==> src/rtl/riscv_lsu_stage.sv <==
// riscv_lsu_stage: MEM stage running the data-bus req/gnt/rvalid handshake and load/store formatting.
// Optional misaligned-access trap is enabled with `define RISCV_CPU_LSU_MISALIGN_TRAP_EN.
module riscv_lsu_stage #(
    parameter int DATA_WIDTH = 32,
    parameter int ADDR_WIDTH = 5
) (
    input  logic                  clk_i,
    input  logic                  rst_ni,
    input  logic                  ex_valid_i,
    output logic                  ex_ready_o,
    input  logic                  ex_mem_en_i,
    input  logic                  ex_mem_we_i,
    input  logic [2:0]            ex_funct3_i,
    input  logic [DATA_WIDTH-1:0] ex_alu_result_i,
    input  logic [DATA_WIDTH-1:0] ex_mem_wdata_i,
    input  logic [ADDR_WIDTH-1:0] ex_dest_reg_i,
    input  logic                  ex_reg_we_i,
    input  logic                  ex_wdata_mux_i,
    output logic                  data_req_o,
    input  logic                  data_gnt_i,
    input  logic                  data_rvalid_i,
    output logic [DATA_WIDTH-1:0] data_addr_o,
    output logic                  data_we_o,
    output logic [3:0]            data_be_o,
    output logic [DATA_WIDTH-1:0] data_wdata_o,
    input  logic [DATA_WIDTH-1:0] data_rdata_i,
`ifdef RISCV_CPU_LSU_MISALIGN_TRAP_EN
    output logic                  misaligned_o,
    output logic [DATA_WIDTH-1:0] misaligned_addr_o,
`endif
    output logic                  wb_valid_o,
    output logic [ADDR_WIDTH-1:0] wb_dest_reg_o,
    output logic                  wb_reg_we_o,
    output logic                  wb_wdata_mux_o,
    output logic [DATA_WIDTH-1:0] wb_alu_result_o,
    output logic [DATA_WIDTH-1:0] wb_mem_data_o
);
    localparam logic [1:0] IDLE = 2'd0;
    localparam logic [1:0] REQ  = 2'd1;
    localparam logic [1:0] RESP = 2'd2;

    logic [1:0]            st;
    logic                  op_we;
    logic [2:0]            op_f3;
    logic [DATA_WIDTH-1:0] op_addr;
    logic [DATA_WIDTH-1:0] op_wdata;
    logic [ADDR_WIDTH-1:0] op_dest;
    logic                  op_reg_we;
    logic                  op_mux;
    logic [1:0]            off;
    logic [3:0]            be_raw;
    logic [DATA_WIDTH-1:0] wd_raw;
    logic [DATA_WIDTH-1:0] rd_sh;
    logic [7:0]            ld_b;
    logic [15:0]           ld_h;
    logic [DATA_WIDTH-1:0] ld_fmt;
    logic                  mis;

    always_comb begin
        off    = op_addr[1:0];
        be_raw = !op_we ? 4'b1111 :
                 op_f3 == 3'b000 ? 4'b0001 << off :
                 op_f3 == 3'b001 ? 4'b0011 << {off[1], 1'b0} : 4'b1111;
        wd_raw = op_f3 == 3'b000 ? {4{op_wdata[7:0]}} :
                 op_f3 == 3'b001 ? {2{op_wdata[15:0]}} : op_wdata;
        rd_sh  = data_rdata_i >> {off, 3'b000};
        ld_b   = rd_sh[7:0];
        ld_h   = off[1] ? data_rdata_i[31:16] : data_rdata_i[15:0];
        ld_fmt = op_we ? '0 :
                 op_f3 == 3'b000 ? {{24{ld_b[7]}}, ld_b} :
                 op_f3 == 3'b100 ? {24'b0, ld_b} :
                 op_f3 == 3'b001 ? {{16{ld_h[15]}}, ld_h} :
                 op_f3 == 3'b101 ? {16'b0, ld_h} : data_rdata_i;
    end

`ifdef RISCV_CPU_LSU_MISALIGN_TRAP_EN
    assign mis = ex_mem_en_i && ((ex_funct3_i[1:0] == 2'b01 && ex_alu_result_i[0]) ||
                                 (ex_funct3_i == 3'b010 && ex_alu_result_i[1:0] != 2'b00));
`else
    assign mis = 1'b0;
`endif

    // Bus outputs come only from the captured op and are zero outside REQ.
    assign ex_ready_o   = st == IDLE;
    assign data_req_o   = st == REQ;
    assign data_addr_o  = data_req_o ? {op_addr[DATA_WIDTH-1:2], 2'b00} : '0;
    assign data_we_o    = data_req_o & op_we;
    assign data_be_o    = data_req_o ? be_raw : 4'b0000;
    assign data_wdata_o = data_req_o ? wd_raw : '0;

    always_ff @(posedge clk_i or negedge rst_ni) begin
        if (!rst_ni) begin
            st              <= IDLE;
            op_we           <= 1'b0;
            op_f3           <= 3'b000;
            op_addr         <= '0;
            op_wdata        <= '0;
            op_dest         <= '0;
            op_reg_we       <= 1'b0;
            op_mux          <= 1'b0;
            wb_valid_o      <= 1'b0;
            wb_dest_reg_o   <= '0;
            wb_reg_we_o     <= 1'b0;
            wb_wdata_mux_o  <= 1'b0;
            wb_alu_result_o <= '0;
            wb_mem_data_o   <= '0;
`ifdef RISCV_CPU_LSU_MISALIGN_TRAP_EN
            misaligned_o      <= 1'b0;
            misaligned_addr_o <= '0;
`endif
        end else begin
            wb_valid_o <= 1'b0;
`ifdef RISCV_CPU_LSU_MISALIGN_TRAP_EN
            misaligned_o <= 1'b0;
`endif
            if (st == IDLE) begin
                if (ex_valid_i) begin
                    op_we     <= ex_mem_we_i;
                    op_f3     <= ex_funct3_i;
                    op_addr   <= ex_alu_result_i;
                    op_wdata  <= ex_mem_wdata_i;
                    op_dest   <= ex_dest_reg_i;
                    op_reg_we <= ex_reg_we_i;
                    op_mux    <= ex_wdata_mux_i;
                    if (!ex_mem_en_i || mis) begin
                        wb_valid_o      <= 1'b1;
                        wb_dest_reg_o   <= ex_dest_reg_i;
                        wb_reg_we_o     <= ex_reg_we_i & ~mis;
                        wb_wdata_mux_o  <= ex_wdata_mux_i;
                        wb_alu_result_o <= ex_alu_result_i;
                        wb_mem_data_o   <= '0;
`ifdef RISCV_CPU_LSU_MISALIGN_TRAP_EN
                        misaligned_o <= mis;
                        if (mis) misaligned_addr_o <= ex_alu_result_i;
`endif
                    end else begin
                        st <= REQ;
                    end
                end
            end else if (st == REQ) begin
                if (data_gnt_i) st <= RESP;
            end else if (data_rvalid_i) begin
                st              <= IDLE;
                wb_valid_o      <= 1'b1;
                wb_dest_reg_o   <= op_dest;
                wb_reg_we_o     <= op_reg_we;
                wb_wdata_mux_o  <= op_mux;
                wb_alu_result_o <= op_addr;
                wb_mem_data_o   <= ld_fmt;
            end
        end
    end
endmodule

==> config.mk <==
export PLATFORM = sky130hd
export DESIGN_NAME = riscv_lsu_stage
export DESIGN_NICKNAME = d
export VERILOG_FILES = /design/src/rtl/riscv_lsu_stage.sv
export SDC_FILE = /design/constraint.sdc
export NUM_CORES = 1
export LEC_CHECK = 0
export BUFFER_PORTS_ARGS = -buffer_cell sky130_fd_sc_hd__buf_2
export CORE_MARGIN = 1.5
export CORE_UTILIZATION = 51
export DETAILED_ROUTE_END_ITERATION = 10
export GPL_TIMING_DRIVEN = 0
export PLACE_DENSITY = 0.89
export SLEW_MARGIN = 0
export SYNTH_ARGS = -nofsm -noshare
export SYNTH_HDL_FRONTEND = slang
export SYNTH_SLANG_ARGS = --single-unit
export TNS_END_PERCENT = 100
==> constraint.sdc <==
create_clock -name clk_i -period 2.2 [get_ports clk_i]
set_input_delay 0.55 -clock clk_i [delete_from_list [all_inputs] [get_ports clk_i]]
set_output_delay 0.55 -clock clk_i [all_outputs]
set_load 0.02 [all_outputs]
# Word-level counts from Yosys, hierarchy flattened
# Cells that the tools add are included.
# Widths: inputs -> output; s select.
[totals]
ff_bits = 149
inputBits = 113
output_inout_bits = 143
word_cells = 84
[classes]
eq_ne = 9
shift = 3
mux = 50
bitwise = 1
n_reduce_logical = 7
[op_table]
columns = ["cell", "n"]
rows = [
  ["$mux 32", 19],
  ["$shr 32x5->8", 1],
  ["$mux 5", 5],
  ["$mux 16", 1],
  ["$mux 4", 4],
  ["$mux 1", 15],
  ["$mux 2", 6],
  ["$reduce_and 4->1", 2],
  ["$eq 3x3->1 const B", 2],
  ["$ne 2x2->1 const B", 3],
  ["$shl 1x2->4 const A", 1],
  ["$shl 2x2->4 const A", 1],
  ["$eq 3x1->1 const B", 1],
  ["$logic_not 3->1", 1],
  ["$ne 3x2->1 const B", 1],
  ["$reduce_bool 3->1", 1],
  ["$eq 2x1->1 const B", 1],
  ["$logic_not 2->1", 1],
  ["$ne 2x1->1 const B", 1],
  ["$reduce_and 2->1", 1],
  ["$reduce_bool 2->1", 1],
  ["$and 1x1->1", 1],
]

# Logic depth before layout (Yosys ltp)
# Gate-level depths: netlist (run 1).
[depth]
ltp_word = 9
ltp_mapped = 8
mapped_depth_nobuf = 4

# Least setup slack after synthesis (run 1)
# OpenSTA, ideal clock, no wires.
[synth_timing]
kind = "reg-to-output"
start = "register op_f3[1]"
end = "output port data_wdata_o[16]"
t_arrival_ps = 1520
required_time_ps = 1650
path_slack_ps = 130
stages_incl_launch_ff = 6
n_path_buf = 2
cell_sequence = "dfrtp_1 -> buf_2 -> nor2_1 -> buf_2 -> nand2_1 -> a21oi_1"
[synth_between]
elab_chain_len = 4
elab_cells_between_ends = 5
cone_classes = "eq/ne: 1; mux: 3; reduce/logical: 1"
[synth_rtl]
columns = ["item", "line_no", "rtl"]
rows = [
  ["from (decl)", "44", "logic [2:0] op_f3;"],
  ["from (signal assigned)", "119", "op_f3 <= ex_funct3_i;"],
  ["$eq 3x1->1", "65", "op_f3 == 3'b001 ? {2{op_wdata[15:0]}} : op_wdata;"],
  ["$mux 32", "65", ""],
  ["$mux 32 *", "64", "wd_raw = op_f3 == 3'b000 ? {4{op_wdata[7:0]}} :"],
  ["$mux 32 *", "89", "assign data_wdata_o = data_req_o ? wd_raw : '0;"],
  ["to (decl)", "25", "output logic [DATA_WIDTH-1:0] data_wdata_o,"],
]
# Every way passes the cells marked *; elsewhere a longest branch is shown, timed or not.

# Worst setup path after layout (run 1)
[layout_timing]
start = "register op_f3[2]"
end = "output port data_wdata_o[11]"
[layout_between]
elab_chain_len = 3
[layout_rtl]
columns = ["item", "line_no"]
rows = [
  ["$logic_not 3->1", "64"],
  ["$mux 32", "64"],
  ["$mux 32", "89"],
]
# Every way passes these cells.

==> impl_metrics.env, run 1 <==
export IMPL_status="finished, violations left"
export IMPL_cpPeakStageDelay_ns=0.44
export IMPL_worst_slack_ns=-0.2170
export IMPL_dpl_hpwl_um=15530
export IMPL_p_per_area_nw_per_um2=1538
export IMPL_crit_cells=6
export IMPL_synth_area_um2=7400
export IMPL_setup_violations_final=26
export IMPL_reg2reg_to="wb_mem_data_o[7]$_DFFE_PN0P_"
export IMPL_ys_types=46
export IMPL_ys_async_sr_fraction=1.000
export IMPL_ys_seq_area_frac=0.5039
export IMPL_routed_via_density=5.677
export IMPL_overflow=0
export IMPL_fin_util=0.7335
export IMPL_start_util=0.5270
export IMPL_final_cells=1190
export IMPL_synth_area_leaders="dfrtp_1 (50%), mux2_2 (7.5%), mux2i_1 (6.5%)"
export IMPL_yosysWarningCount=0
export IMPL_tritoncts="built"
export IMPL_yosysTopAreaCell="dfrtp_1"
export IMPL_area_growth_pct=39.20
export IMPL_ios=256
export IMPL_routed_wl_um=23200
export IMPL_startpoint_type="register"
export IMPL_synth_top_cell_area_share=0.5039
export IMPL_firstDrtPassIters=6
export IMPL_die_x_um=123.5
export IMPL_worst_path_most_repeated_cell="buf_6"
export IMPL_grt_pass1_wl_um=34130
export IMPL_wl_per_cell_um=19.50
export IMPL_finalCriticalPeriod_ns=2.417
export IMPL_fin_nets=1106
export IMPL_rrSetupSlack_ns=0.23
export IMPL_synth_ff_type="dfrtp_1"
export IMPL_syn_inst=693
export IMPL_clock_latency_ns=0.42
export IMPL_core_area_um2=14040
export IMPL_fp_dieArea_um2=15240
export IMPL_cts_clk_slew_worst_paths_ns=0.06
export IMPL_cp_slowest_cell="dfrtp_2"
export IMPL_skew_ns=0.006107
export IMPL_htree_levels=4
export IMPL_cap_violations=0
export IMPL_grt_max_degree=80
export IMPL_drcViolationCount=0
export IMPL_timing_rr_start="op_f3[1]$_DFFE_PN0P_"
export IMPL_cts_root_buf="clkbuf_16"
export IMPL_antenna_found_initial=2
export IMPL_holdWs_ns=0.1515
export IMPL_cp_cell_sequence="or2_1, buf_6, nor2_4, nand2_2, a21oi_2, buf_6"
export IMPL_die_height_um=123.5
export IMPL_worst_pin_slew_ns=0.7475
export IMPL_path_class="register to primary output"
export IMPL_cts_buffers=17
export IMPL_worst_path_buf_inv=2
export IMPL_hold_buffers=0
export IMPL_grt_setup_unrepaired="true"
export IMPL_drt_iter0_drc=477
export IMPL_place_congestion=0.9295
export IMPL_numClockSinks=149
export IMPL_drive_gt1_frac=0.4612
export IMPL_antenna_left=0
export IMPL_vias=6756
export IMPL_hold_class="input pin to async pin"
export IMPL_track_usage=0.2962
export IMPL_crit_start="op_f3[2]$_DFFE_PN0P_"
export IMPL_cp_max_fo=5
export IMPL_synth_area_per_cell_um2=10.68
export IMPL_required_ns=1.65
export IMPL_grt_pass1_vias=6642
export IMPL_finalPower_mw=15.84
export IMPL_cts_max_path_buffers=2
export IMPL_reg2regPathDepth=8
export IMPL_slew_violations=0
export IMPL_cp_end_kind="primary output"
export IMPL_port_buffers=253
export IMPL_slew_headroom=0.5016
export IMPL_irDropWorstVdd_uv=913.5
export IMPL_clock_fmax_mhz=413.7
export IMPL_rows=43
export IMPL_hold_viol_final=0
export IMPL_placed_cells=1128
export IMPL_critical_path_top_delay_family="simple AND/OR/NAND/NOR gates"
export IMPL_p_leak_nw=5.269
export IMPL_violations="negative setup slack"
export IMPL_synth_edff_count=0
export IMPL_worstPathArrival_ns=1.87
export IMPL_synth_seq_cells=149
export IMPL_period_share=1.099
worst max path at each step:
stage | end | slack [ns]
2_1_floorplan | data_wdata_o[16] | 0.13
3_3_place_gp | wb_mem_data_o[27]$_DFFE_PN0P_ | -1.59
3_5_place_dp | data_wdata_o[27] | -0.34
4_1_cts | data_wdata_o[12] | -0.22
5_1_grt | data_wdata_o[9] | -0.25
6_report | data_wdata_o[11] | -0.22
logic make-up after synthesis:
| group | Yosys count | synth area share |
|---|---|---|
| AND/OR/NAND/NOR | 192 | 0.1248 |
| buffers and inverters | 70 | 0.04802 |
| multiplexers | 125 | 0.1841 |
| flip-flops | 149 | 0.5039 |
| AO/OA/AOI/OAI | 156 | 0.1387 |
| other | 1 | 0.0005068 |
registers in the layout, summed over array words and instances (netlist names):
| name | flops |
|---|---|
| op_addr | 32 |
| op_dest | 5 |
| op_f3 | 3 |
| op_mux | 1 |
| op_reg_we | 1 |
| op_wdata | 32 |
| op_we | 1 |
| st | 2 |
| wb_alu_result_o | 32 |
| wb_dest_reg_o | 5 |
| wb_mem_data_o | 32 |
| wb_reg_we_o | 1 |
| wb_valid_o | 1 |
| wb_wdata_mux_o | 1 |
final cells by class:
| type | instances | area [um^2] |
|---|---|---|
| well taps | 180 | 225.2 |
| clock buffers | 21 | 460.4 |
| flip-flops and latches | 149 | 3735 |
| multi-input cells | 476 | 3512 |
| inverters | 14 | 55.05 |
| plain buffers | 52 | 446.7 |
| fillers | 963 | 3742 |
| diodes | 4 | 10.01 |
| clock inverters | 11 | 171.4 |
| repair buffers | 283 | 1684 |
metal layers:
| metal | routed length (um) | share of wire | global-route usage |
|---|---|---|---|
| met3 | 1735 | 0.075 | 0.07380 |
| met4 | 723 | 0.031 | 0.1099 |
| met2 | 11660 | 0.50 | 0.5003 |
| met1 | 9079 | 0.39 | 0.3684 |
| met5 | 0 | 0 | 0 |
stage by stage:
stage	TNS, ns	instance area [um^2]	worst slack [ns]
detailed placement	-6.155	8929	-0.3377
finish	-2.573	10300	-0.2170
global placement	-240.61	8895	-1.594
global route	-4.278	10290	-0.2484
floorplan	0	7403	0.1298
CTS	-3.324	10080	-0.2170
report_power, final:
| part | switching [mW] | internal (mW) |
|---|---|---|
| combinational | 4.48 | 3.36 |
| clock | 1.16 | 1.97 |
| sequential | 0.889 | 3.98 |
layout by cell type, fill, tap and decap left out, drive strengths merged, types with 13 or more instances in the layout:
cell type	Yosys	layout
mux2	76	76
o21ai	46	46
inv	14	17
nor3	17	17
a211o	15	15
a211oi	13	13
buf	40	316
mux2i	49	49
a21oi	37	37
clkbuf	16	40
and2	45	45
nand2	88	88
nor2	28	29
dfrtp	149	149
synth_stat cells (8+ instances only):
library cell / n
dfrtp_1: 149
clkbuf_1: 16
mux2i_1: 48
a21oi_1: 37
mux2_1: 26
nand2_1: 87
and2_1: 45
mux2_2: 49
nor2_1: 25
o21ai_0: 46
buf_2: 29
a22o_1: 8
a211oi_1: 13
inv_1: 13
a211o_1: 15
nor3_1: 16
what timing repair did:
item	4_1_cts	5_1_grt
setup endpoints to repair	68	60
gates resized for setup	109	32
pin swaps	19	16
buffers inserted	17	8
gates cloned	3	3
(Power assumes the default switching activity.)
==> inputs of run 2 (changes only) <==
--- a/config.mk
+++ b/config.mk
@@ -7,10 +7,11 @@
 export LEC_CHECK = 0
 export BUFFER_PORTS_ARGS = -buffer_cell sky130_fd_sc_hd__buf_2
 export CORE_MARGIN = 1.5
-export CORE_UTILIZATION = 51
+export CORE_UTILIZATION = 40
 export DETAILED_ROUTE_END_ITERATION = 10
 export GPL_TIMING_DRIVEN = 0
-export PLACE_DENSITY = 0.89
+export MAX_ROUTING_LAYER = met4
+export PLACE_DENSITY = 0.74
 export SLEW_MARGIN = 0
 export SYNTH_ARGS = -nofsm -noshare
 export SYNTH_HDL_FRONTEND = slang
==> run 2 against run 1 <==
The flow still finishes with violations (negative setup slack). Sequential power is essentially flat. Sequential share of layout area barely moved. Sequential cell count did not move. Via count is 3.1% lower. Combinational power decreased by 1%. Worst hold slack worse by 0.0080 ns. Critical path type unchanged. Highest routed layer unchanged.
==> impl_metrics.env, run 2 (same netlist as run 1, synthesis figures left out) <==
export IMPL_dpl_hpwl_um=15810
export IMPL_wl_per_cell_um=18.55
export IMPL_grt_pass1_wl_um=35540
export IMPL_startpoint_type="register"
export IMPL_drive_gt1_frac=0.4655
export IMPL_p_per_area_nw_per_um2=1491
export IMPL_cts_clk_slew_worst_paths_ns=0.06
export IMPL_slew_violations=0
export IMPL_rrSetupSlack_ns=0.26
export IMPL_tns_ns=-2.759
export IMPL_area_growth_pct=39.09
export IMPL_setup_violations_final=28
export IMPL_holdWs_ns=0.1435
export IMPL_irDropWorstVdd_uv=665.2
export IMPL_numClockSinks=149
export IMPL_track_usage=0.2406
export IMPL_dp_slack_ns=-0.3327
export IMPL_crit_start="op_f3[1]$_DFFE_PN0P_"
export IMPL_placed_area_um2=8990
export IMPL_routed_wl_um=22820
export IMPL_worst_slack_ns=-0.1714
export IMPL_cts_buffers=17
export IMPL_reg2regPathDepth=4
export IMPL_cp_end_kind="primary output"
export IMPL_vias=6544
export IMPL_grt_setup_unrepaired="true"
export IMPL_fillers=1589
export IMPL_clock_fmax_mhz=421.7
export IMPL_path_class="register to primary output"
export IMPL_fin_nets=1100
export IMPL_start_util=0.4105
export IMPL_timing_rr_start="op_we$_DFFE_PN0P_"
export IMPL_antenna_left=0
export IMPL_reg2reg_to="wb_mem_data_o[7]$_DFFE_PN0P_"
export IMPL_final_common_cell="buf_2"
export IMPL_fin_util=0.5710
export IMPL_finalCriticalPeriod_ns=2.371
export IMPL_fin_area_um2=10290
export IMPL_drt_iter0_drc=372
export IMPL_period_share=1.078
export IMPL_port_buffers=253
export IMPL_worst_pin_slew_ns=0.7126
export IMPL_fp_dieArea_um2=19320
export IMPL_tritoncts="built"
export IMPL_placed_cells=1177
export IMPL_firstDrtPassIters=5
export IMPL_hold_class="input pin to async pin"
export IMPL_cts_root_buf="clkbuf_16"
export IMPL_p_leak_nw=5.221
export IMPL_required_ns=1.65
export IMPL_cap_violations=0
export IMPL_die_height_um=139.0
export IMPL_antenna_found_initial=2
export IMPL_status="finished, violations left"
export IMPL_final_cells=1230
export IMPL_skew_ns=0.007679
export IMPL_rows=49
export IMPL_slew_headroom=0.5249
export IMPL_cts_max_path_buffers=2
export IMPL_hold_viol_final=0
export IMPL_clock_latency_ns=0.42
export IMPL_mostFrequentLayoutCells="buf_2 (231), dfrtp_1 (145), nand2_1 (71), buf_4 (52), mux2_2 (49)"
export IMPL_htree_levels=4
export IMPL_grt_max_degree=79
export IMPL_routed_via_density=5.320
export IMPL_worstPathArrival_ns=1.82
export IMPL_cp_max_fo=5
export IMPL_grt_pass1_vias=6624
export IMPL_overflow=0
export IMPL_place_congestion=0.8644
export IMPL_die_x_um=139.0
export IMPL_violations="negative setup slack"
export IMPL_ios=256
export IMPL_finalPower_mw=15.34
export IMPL_drcViolationCount=0
export IMPL_core_area_um2=18020
==> run 2: worst max-delay path by stage <==
stage / end / slack, ns / cells after the start
2_1_floorplan: data_wdata_o[16] / 0.13 / 5
3_3_place_gp: op_wdata[1]$_DFFE_PN0P_ / -1.74 / 1
3_5_place_dp: data_be_o[1] / -0.33 / 5
4_1_cts: data_wdata_o[10] / -0.22 / 8
5_1_grt: data_wdata_o[18] / -0.21 / 7
6_report: data_wdata_o[16] / -0.17 / 7
==> run 2: worst max-delay path, stage by stage, from the launching register on <==
cell and delay, ns:
dfrtp_2 0.44, buf_6 0.13, nor2_4 0.20, buf_6 0.14, buf_6 0.11, nand2_4 0.05, a21oi_2 0.17, buf_4 0.16
==> run 2: power breakdown <==
part	total (mW)	switching, mW	internal, mW
Combinational	7.73	4.42	3.31
Clock	2.74	1.19	1.55
Sequential	4.87	0.888	3.98
Total	15.3	6.51	8.84
==> run 2: layout make-up <==
class	instances	area, um^2	share of cell area
plain buffers	50	400.4	0.03890
multi-input cells	475	3567	0.3466
repair buffers	280	1699	0.1651
diodes	2	5.005	0.0004863
flip-flops and latches	149	3734	0.3628
clock buffers	19	432.9	0.04206
inverters	14	60.06	0.005835
well taps	229	286.5	0.02784
clock inverters	12	107.6	0.01045
==> run 2: per-layer routing <==
layer / global-route usage / wire, um / up-vias
met4: 0.09868 / 618 / 0
met2: 0.3663 / 10850 / 248
met1: 0.3240 / 10130 / 3227
met3: 0.03384 / 1220 / 40
met5: - / 0 / -
li1: - / - / 3029
==> run 2: what timing repair did <==
item | in CTS | in global routing
cloned | 3 | 0
pin swaps | 18 | 17
buffers inserted | 16 | 9
gates resized for setup | 123 | 60
hold buffers | 0 | 0
endpoints found under the setup margin | 69 | 64
